[config.mk]
export PLATFORM = sky130hd
export DESIGN_NAME = rom_frame_reader
export DESIGN_NICKNAME = d
export VERILOG_FILES = /design/src/rtl/rom_frame_reader.sv
export SDC_FILE = /design/constraint.sdc
export NUM_CORES = 1
export LEC_CHECK = 0
export CORE_MARGIN = 1
export CORE_UTILIZATION = 55
export DETAILED_ROUTE_END_ITERATION = 6
export GPL_ROUTABILITY_DRIVEN = 1
export HOLD_SLACK_MARGIN = 0.02
export PLACE_DENSITY = 0.81
export REMOVE_ABC_BUFFERS = 1
export SYNTH_ARGS = -nofsm -noshare
export SYNTH_HDL_FRONTEND = slang
export SYNTH_SLANG_ARGS = --single-unit
[constraint.sdc]
create_clock -name clk -period 3.09 [get_ports clk]
set_clock_uncertainty 0.05 [all_clocks]
set_input_delay 0.618 -clock clk [delete_from_list [all_inputs] [get_ports clk]]
set_output_delay 0.618 -clock clk [all_outputs]
set_load 0.01 [all_outputs]
[src/rtl/rom_frame_reader.sv]
// rom_frame_reader: raster-order read master for the R/G/B image ROMs.
// Issues one ROM address per cycle while the output FIFO has room for every
// in-flight read, merges the three channel bytes and streams 24-bit pixels
// with start-of-frame / end-of-line markers over a valid/ready interface.
// Optional feature: define IMG_TESTPAT_EN to replace ROM data with eight
// vertical colour bars (addressing, timing and markers are unchanged).
module rom_frame_reader #(
  parameter int IMG_W   = 400,
  parameter int IMG_H   = 400,
  parameter int ADDR_W  = 32,
  parameter int ROM_LAT = 1,
  parameter int FIFO_D  = 3
) (
  input  logic              clk,
  input  logic              rst_n,
  input  logic              start,
  output logic              busy,
  output logic              frame_done,
  output logic [ADDR_W-1:0] rom_addr,
  input  logic [7:0]        rom_r,
  input  logic [7:0]        rom_g,
  input  logic [7:0]        rom_b,
  output logic              m_valid,
  input  logic              m_ready,
  output logic [23:0]       m_data,
  output logic              m_sof,
  output logic              m_eol
);

  localparam logic [ADDR_W-1:0] LAST_ADDR = ADDR_W'(IMG_W * IMG_H - 1);
  localparam int XW = (IMG_W > 1) ? $clog2(IMG_W) : 1;
  localparam int YW = (IMG_H > 1) ? $clog2(IMG_H) : 1;
  localparam int PW = (FIFO_D > 1) ? $clog2(FIFO_D) : 1;
  localparam int CW = $clog2(FIFO_D + ROM_LAT + 1) + 1;

  typedef enum logic [1:0] {IDLE, RUN, DRAIN} state_t;

  // Side information that travels alongside a ROM read until its data returns.
  typedef struct packed {
    logic        sof;
    logic        eol;
`ifdef IMG_TESTPAT_EN
    logic [23:0] pat;
`endif
  } tag_t;

  typedef struct packed {
    logic [23:0] data;
    logic        sof;
    logic        eol;
  } entry_t;

  state_t          state_q, state_d;
  logic [XW-1:0]   x_q;
  logic [YW-1:0]   y_q;
  logic [ROM_LAT-1:0] pipe_vld;
  tag_t            pipe_tag [ROM_LAT];
  tag_t            tag_new;
  entry_t          mem [FIFO_D];
  entry_t          push_entry;
  logic [PW-1:0]   wr_ptr, rd_ptr;
  logic [CW-1:0]   fifo_count, inflight;
  logic            start_ok, issue, push, pop, last_pop;

  function automatic logic [PW-1:0] ptr_next(input logic [PW-1:0] p);
    return (p == PW'(FIFO_D - 1)) ? '0 : p + 1'b1;
  endfunction

  // Count reads still travelling through the ROM latency pipe.
  always_comb begin
    inflight = '0;
    for (int i = 0; i < ROM_LAT; i++) inflight += CW'(pipe_vld[i]);
  end

  assign start_ok = (state_q == IDLE) && !frame_done && start;
  assign issue    = (state_q == RUN) && ((fifo_count + inflight) < CW'(FIFO_D));
  assign push     = pipe_vld[ROM_LAT-1];
  assign pop      = m_valid && m_ready;
  assign last_pop = (state_q == DRAIN) && (inflight == '0) &&
                    (fifo_count == CW'(1)) && pop;

  // Markers (and the test pattern) are fixed at issue time from the raster position.
  always_comb begin
    tag_new     = '0;
    tag_new.sof = (x_q == '0) && (y_q == '0);
    tag_new.eol = (x_q == XW'(IMG_W - 1));
`ifdef IMG_TESTPAT_EN
    begin
      logic [2:0] bar;
      bar = 3'((32'(x_q) * 8) / IMG_W);
      tag_new.pat = {{8{bar[2]}}, {8{bar[1]}}, {8{bar[0]}}};
    end
`endif
  end

  // Assemble the FIFO entry from the emerging tag and the returned ROM data.
  always_comb begin
    push_entry     = '0;
    push_entry.sof = pipe_tag[ROM_LAT-1].sof;
    push_entry.eol = pipe_tag[ROM_LAT-1].eol;
`ifdef IMG_TESTPAT_EN
    push_entry.data = pipe_tag[ROM_LAT-1].pat;
`else
    push_entry.data = {rom_r, rom_g, rom_b};
`endif
  end

  // State register.
  // NOTE: sequential blocks use non-blocking (<=) so every flop samples pre-edge values.
  always_ff @(posedge clk or negedge rst_n) begin
    if (!rst_n) state_q <= IDLE;
    else        state_q <= state_d;
  end

  // Next-state logic.
  // NOTE: state_d gets a default first so no path through the case infers a latch.
  always_comb begin
    state_d = state_q;
    unique case (state_q)
      IDLE:    if (start_ok) state_d = RUN;
      RUN:     if (issue && (rom_addr == LAST_ADDR)) state_d = DRAIN;
      DRAIN:   if (last_pop) state_d = IDLE;
      default: state_d = IDLE;
    endcase
  end

  // Address counter and raster position; address saturates at the last pixel.
  always_ff @(posedge clk or negedge rst_n) begin
    if (!rst_n) begin
      rom_addr <= '0;
      x_q      <= '0;
      y_q      <= '0;
    end else if (start_ok) begin
      rom_addr <= '0;
      x_q      <= '0;
      y_q      <= '0;
    end else if (issue) begin
      if (rom_addr != LAST_ADDR) rom_addr <= rom_addr + 1'b1;
      if (x_q == XW'(IMG_W - 1)) begin
        x_q <= '0;
        y_q <= y_q + 1'b1;
      end else begin
        x_q <= x_q + 1'b1;
      end
    end
  end

  // Issue-valid tag pipe matching the ROM read latency.
  always_ff @(posedge clk or negedge rst_n) begin
    if (!rst_n) begin
      pipe_vld <= '0;
      for (int i = 0; i < ROM_LAT; i++) pipe_tag[i] <= '0;
    end else begin
      pipe_vld[0] <= issue;
      pipe_tag[0] <= tag_new;
      for (int i = 1; i < ROM_LAT; i++) begin
        pipe_vld[i] <= pipe_vld[i-1];
        pipe_tag[i] <= pipe_tag[i-1];
      end
    end
  end

  // Output FIFO; push and pop may coincide, including when full.
  // NOTE: the storage is reset because its head drives m_data, which must read 0 in reset.
  always_ff @(posedge clk or negedge rst_n) begin
    if (!rst_n) begin
      for (int i = 0; i < FIFO_D; i++) mem[i] <= '0;
      wr_ptr     <= '0;
      rd_ptr     <= '0;
      fifo_count <= '0;
    end else begin
      if (push) begin
        mem[wr_ptr] <= push_entry;
        wr_ptr      <= ptr_next(wr_ptr);
      end
      if (pop) rd_ptr <= ptr_next(rd_ptr);
      case ({push, pop})
        2'b10:   fifo_count <= fifo_count + 1'b1;
        2'b01:   fifo_count <= fifo_count - 1'b1;
        default: fifo_count <= fifo_count;
      endcase
    end
  end

  // Completion pulse one cycle after the final handshake.
  always_ff @(posedge clk or negedge rst_n) begin
    if (!rst_n) frame_done <= 1'b0;
    else        frame_done <= last_pop;
  end

  assign busy    = (state_q != IDLE) || frame_done;
  assign m_valid = (fifo_count != '0);
  assign m_data  = mem[rd_ptr].data;
  assign m_sof   = mem[rd_ptr].sof;
  assign m_eol   = mem[rd_ptr].eol;

endmodule

# ---- Word-level counts from Yosys, hierarchy flattened
# Index checks and enable logic that the tools add are counted.
dict set report totals {
  register_bits 142
  latch_bits 0
  ramBits 0
  romBits 0
  in_bits 28
  out_inout_bits 61
  word_cells 94
  memories 0
}
dict set report classes {
  n_addsub 8
  multipliers 0
  div 0
  magnitude_cmp 4
  n_eq_ne 13
  shifts 0
  muxes 22
  bitwise_logic 2
  reduce_logical 25
}
# cell n
set ops {}
lappend ops {{32-bit 2-to-1 mux} 3}
lappend ops {{78-bit bitwise mux} 1}
lappend ops {{26-bit 2-to-1 mux} 3}
lappend ops {{9-bit 2-to-1 mux} 6}
lappend ops {{26-bit binary-select mux with 2-bit select} 1}
lappend ops {{26-bit demux with 2-bit select} 1}
lappend ops {{32-bit by 1-bit adder with 32-bit output, second input constant} 1}
lappend ops {{32-bit by 18-bit == test with 1-bit output, second input constant} 1}
lappend ops {{32-bit by 18-bit inequality test with 1-bit output, second input constant} 1}
lappend ops {{9-bit by 1-bit adder with 9-bit output, second input constant} 2}
lappend ops {{9-bit logical NOT} 2}
lappend ops {{1-bit logical AND} 10}
lappend ops {{2-bit 2-to-1 mux} 5}
lappend ops {{2-bit nonzero test} 5}
lappend ops {{9-bit == test, second input constant} 1}
lappend ops {{2-bit == test, second input constant} 4}
lappend ops {{4-bit one-hot mux with 2 select lines} 1}
lappend ops {{3-bit >= comparator, second input constant} 2}
lappend ops {{2-bit NOT with 3-bit output} 2}
lappend ops {{2-bit one-hot mux with 3 select lines} 1}
lappend ops {{2-bit by 1-bit adder with 2-bit output, second input constant} 2}
lappend ops {{4-bit by 1-bit adder with 4-bit output} 1}
lappend ops {{4-bit by 1-bit adder with 4-bit output, second input constant} 1}
lappend ops {{2-bit by 1-bit == test with 1-bit output, second input constant} 2}
lappend ops {{other kinds (13)} 15}

# ---- Logic depth before layout (Yosys ltp)
dict set report depth {
  ltp_word 6
  mapped_depth 9
}

# ---- Least setup slack after synthesis
# No wires, ideal clock.
dict set report synth_timing {
  path_kind {reg2reg}
  start {register fifo_count[0]}
  end {register rom_addr[17]}
  t_arrival_ns 2.144
  required_ns 2.962
  setup_slack_ns 0.818
  stages_incl_launch_ff 9
  path_buffers 1
  period_less_slack_ns 2.272
  path_cell_list {dfrtp_1 ha_1 ha_1 or3_1 o31ai_4 nand2_4 buf_6 or4_1 a21oi_1}
}
dict set report synth_via {
  elab_chain_cells 5
}
# element line_no
set synth_lines {}
lappend synth_lines {{start, declared} 62} ;# logic [CW-1:0] fifo_count, inflight;
lappend synth_lines {{start signal, assigned} 178} ;# 2'b10: fifo_count <= fifo_count + 1'b1;
lappend synth_lines {{start signal, assigned} 179} ;# 2'b01: fifo_count <= fifo_count - 1'b1;
lappend synth_lines {{start signal, assigned} 180} ;# default: fifo_count <= fifo_count;
lappend synth_lines {{4-bit by 1-bit adder with 4-bit output} 76} ;# assign issue = (state_q == RUN) && ((fifo_count + inflight) < CW'(FIFO_D));
lappend synth_lines {{4-bit by 2-bit < comparator with 1-bit output} 76}
lappend synth_lines {{1-bit logical AND} 76}
lappend synth_lines {{2-bit nonzero test (no source line)} n/a}
lappend synth_lines {{2-bit AND reduction (no source line)} n/a}
lappend synth_lines {{end signal, assigned} 138} ;# if (rom_addr != LAST_ADDR) rom_addr <= rom_addr + 1'b1;
lappend synth_lines {{end, declared} 19} ;# output logic [ADDR_W-1:0] rom_addr,
# Every way passes these cells.
# A chain may end at the register's enable or synchronous reset.

# ---- Final worst setup path
dict set report layout_timing {
  start {register rd_ptr[0]}
  end {output m_data[3]}
}
dict set report layout_via {
  elab_chain_cells 4
}
# element line_no
set layout_lines {}
lappend layout_lines {{start, declared} 61} ;# logic [PW-1:0] wr_ptr, rd_ptr;
lappend layout_lines {{start signal, assigned} 176} ;# if (pop) rd_ptr <= ptr_next(rd_ptr);
lappend layout_lines {{2-bit NOT with 3-bit output (not written as such)} 193} ;# assign m_data = mem[rd_ptr].data;
lappend layout_lines {{26-bit binary-select mux with 2-bit select} 193}
lappend layout_lines {{26-bit 2-to-1 mux (2 in a row)} n/a}
lappend layout_lines {{end, declared} 25} ;# output logic [23:0] m_data,
# Every way passes these cells. The select of a mux whose other input is x is not followed.

==> results by group <==
STA
  – Fin. Hold Viols: 0
  – Worst-Margin Slew: 0.869 ns
  – Max Slew Vio Count: 0
  – Final worst-path cycle share: a little over 90%
  – Unrepaired setup endpoints after global routing: false
  – Relative slew slack: a little over two fifths
  – Fmax: about 350 MHz
  – Post-route minimum period: 2.89 ns
  – Fin worst setup slack: 0.204 ns
  – Post-Route Setup TNS: 0 ns
  – Setup violators final: 0

Die
  – IO Pins: ~90
  – Core Region: approximately 12000 um^2
  – Site Rows: 40
  – Die width: roughly 120 um
  – Die area: 13300 um^2
  – Die H: 115 um
  – Initial cell density of the core: between 50% and 60%

Power and ir drop
  – Total power: roughly 0.008 W
  – VDD IR max: 0.442 mV
  – Cell leakage power: 3.64 nW
  – Power per cell area: around 950 nW/um^2

CTS
  – Worst-path clk slew: ~0.060 ns
  – Clk buf depth: 2
  – # Post-CTS Setup Buffers: 0
  – # hold bufs at CTS: 0
  – CTS tree: built
  – H-tree depth: 4
  – CTS resizes: 0
  – CTS sink cnt: 142
  – Worst skew pair latency: 0.43 ns
  – CTS Root Cell: clkbuf_16
  – CTS Buf Count: 17

GRT
  – Initial antenna violation count: 0
  – GRT Total Usage: 27.2%
  – Via count of the first global-routing pass: 5648
  – Total congestion overflow: 0
  – Largest net degree at the start of global routing: 66
  – Global-route wire length before repair: 27700 um

Final layout
  – Share of cells above drive strength 1: 18.7%
  – Commonest non-fill, non-tap cell in the layout: dfrtp_1
  – Final instance area: 8700 um^2
  – # diodes: 0
  – Non-Filler Instances: 907
  – Area Growth Syn to Fin: 23.5%
  – Commonest non-fill, non-tap cells in the layout: 142 x dfrtp_1, 87 x clkdlybuf4s50_1, 78 x mux2_2
  – Final Net Count: 766

Setup path
  – Flop-to-flop setup slack: around 0.44 ns
  – Element type at the critical path start: flop
  – Crit Path Class: reg -> out
  – Worst Path Max Fanout: 16
  – CP max stage cell: clkdlybuf4s50_1
  – Crit-path max cell delay: about 0.60 ns
  – Critical path's top delay family: buffers and inverters
  – Critical path arrival: roughly 2.2 ns
  – Critical path buffers and inverters: 2
  – Critical Path End Type: output pin
  – CP Cell Sequence: nor2b_2 > buf_4 > nand2_1 > o21ai_0 > clkdlybuf4s50_1
  – Critical Path RT: around 2.4 ns

Synth
  – Synth Flop Type: dfrtp_1
  – Synth async-reset ratio: between 90% and 100%
  – Post-synth top area share: 50.5%
  – Library cells used by synthesis: 53
  – Post-synth EDFFs: 0
  – Yosys Warn Count: 0
  – Yosys top cell by area: dfrtp_1
  – Mapped Area: 7040 um^2
  – Synth area leaders: dfrtp_1 50%, mux2_2 12%, mux2i_1 5.0%, nand2_1 3.4%, o21ai_0 2.6%
  – Sequential-to-total area share from yosys stat: 50.5%
  – Synth Register Bits: 142
  – Avg Inst Size Synth: 11.0 um^2
  – Syn Inst Count: approximately 640

Drt
  – Max layer used: met4
  – Initial drt markers: 419
  – WL final: 16800 um
  – 1st-pass router iterations: 5
  – Routed met2 length: 8600 um
  – WL/cell: 18.6 um
  – Routed Antenna Nets: 0
  – Met3 wire len: about 960 um
  – Metal-1 WL: ~6900 um
  – DRC viols: 0
  – DR vias: 5537
  – DR vias/cell: 6.10

Run status
  – Status: finished, final reports clean

Place
  – DPL Wire Length: approximately 11000 um
  – Placed inst area: between 8000 and 9000 um^2
  – Routability-driven placement congestion ratio: 0.873
  – Place WS: 0.459 ns
  – Placed Cells: 876
  – # port buffers: 88

Run
  – Max-Cap Viols: 0

Hold path
  – Hold Crit Class: in -> async
area by class of cell:
type	count	area (um^2)
fill	841	3560
sequential	142	3550
multi-input combinational	448	3270
timing repair buffer	103	995
clock buffer	19	453
tap	168	210
clock inverter	12	160
inverter	15	56.3
metal layers:
metal / track usage (%) / vias up
li1: - / 2506
met1: 32.9 / 2770
met2: 47.2 / 228
met3: 5.64 / 33
met4: 11.9 / 0
met5: 0 / -
metrics by stage:
step / utilization, % / hold slack [ns]
4_1_cts: 70.9 / 0.146
6_report: 70.9 / 0.124
3_5_place_dp: 65.9 / 0.426
5_1_grt: 70.9 / 0.170
2_1_floorplan: - / 0.272
3_3_place_gp: 65.9 / 0.402
sequential cells by signal, summed over array words and instances, names as in the netlist:
name,cells
rd_ptr,2
rom_addr,32
pipe_vld,1
frame_done,1
y_q,9
state_q,2
fifo_count,4
pipe_tag,2
mem,78
wr_ptr,2
x_q,9
cell usage after synthesis, drive strengths merged (13+ instances only):
cell and n:
or4 13, mux2i 35, mux2 78, nand3 26
a21oi 26, nor2 26, inv 15, dfrtp 142
nand4 14, clkbuf 23, nor4 13, buf 15
nand2 64, o21ai 36
final timing paths:
check	depth (start not counted)	startpoint	end
setup / recovery	5	rd_ptr[0]	m_data[3]
hold / removal	1	rst_n	mem[33]
setup reg to reg	7	fifo_count[0]	rom_addr[5]
hold reg to reg	1	y_q[8]	y_q[8]
max in group asynchronous	2	rst_n	mem[10]
min in group clk	1	y_q[8]	y_q[8]
report_power, final:
| group | switching [W] | internal (W) | total (W) | leakage, nW |
|---|---|---|---|---|
| Clock | 0.000801 | 0.00131 | 0.00211 | 0.300 |
| Combinational | 0.00150 | 0.00160 | 0.00310 | 1.57 |
| Sequential | 0.000496 | 0.00253 | 0.00302 | 1.77 |
| Total | 0.00279 | 0.00544 | 0.00823 | 3.64 |
cell families (layout without fill, tap and decap cells):
| group | count (synthesis) | count (layout) | share of synthesized area, % |
|---|---|---|---|
| buffers and inverters | 53 | 149 | 3.29 |
| AO/OA/AOI/OAI | 98 | 98 | 8.74 |
| multiplexers | 113 | 113 | 17.4 |
| AND/OR/NAND/NOR | 212 | 212 | 16.4 |
| adder cells (fa/ha/maj) | 11 | 11 | 1.95 |
| XOR/XNOR | 14 | 14 | 1.74 |
| flip-flops | 142 | 142 | 50.5 |
No activity file was read; power rests on OpenSTA's default activity.
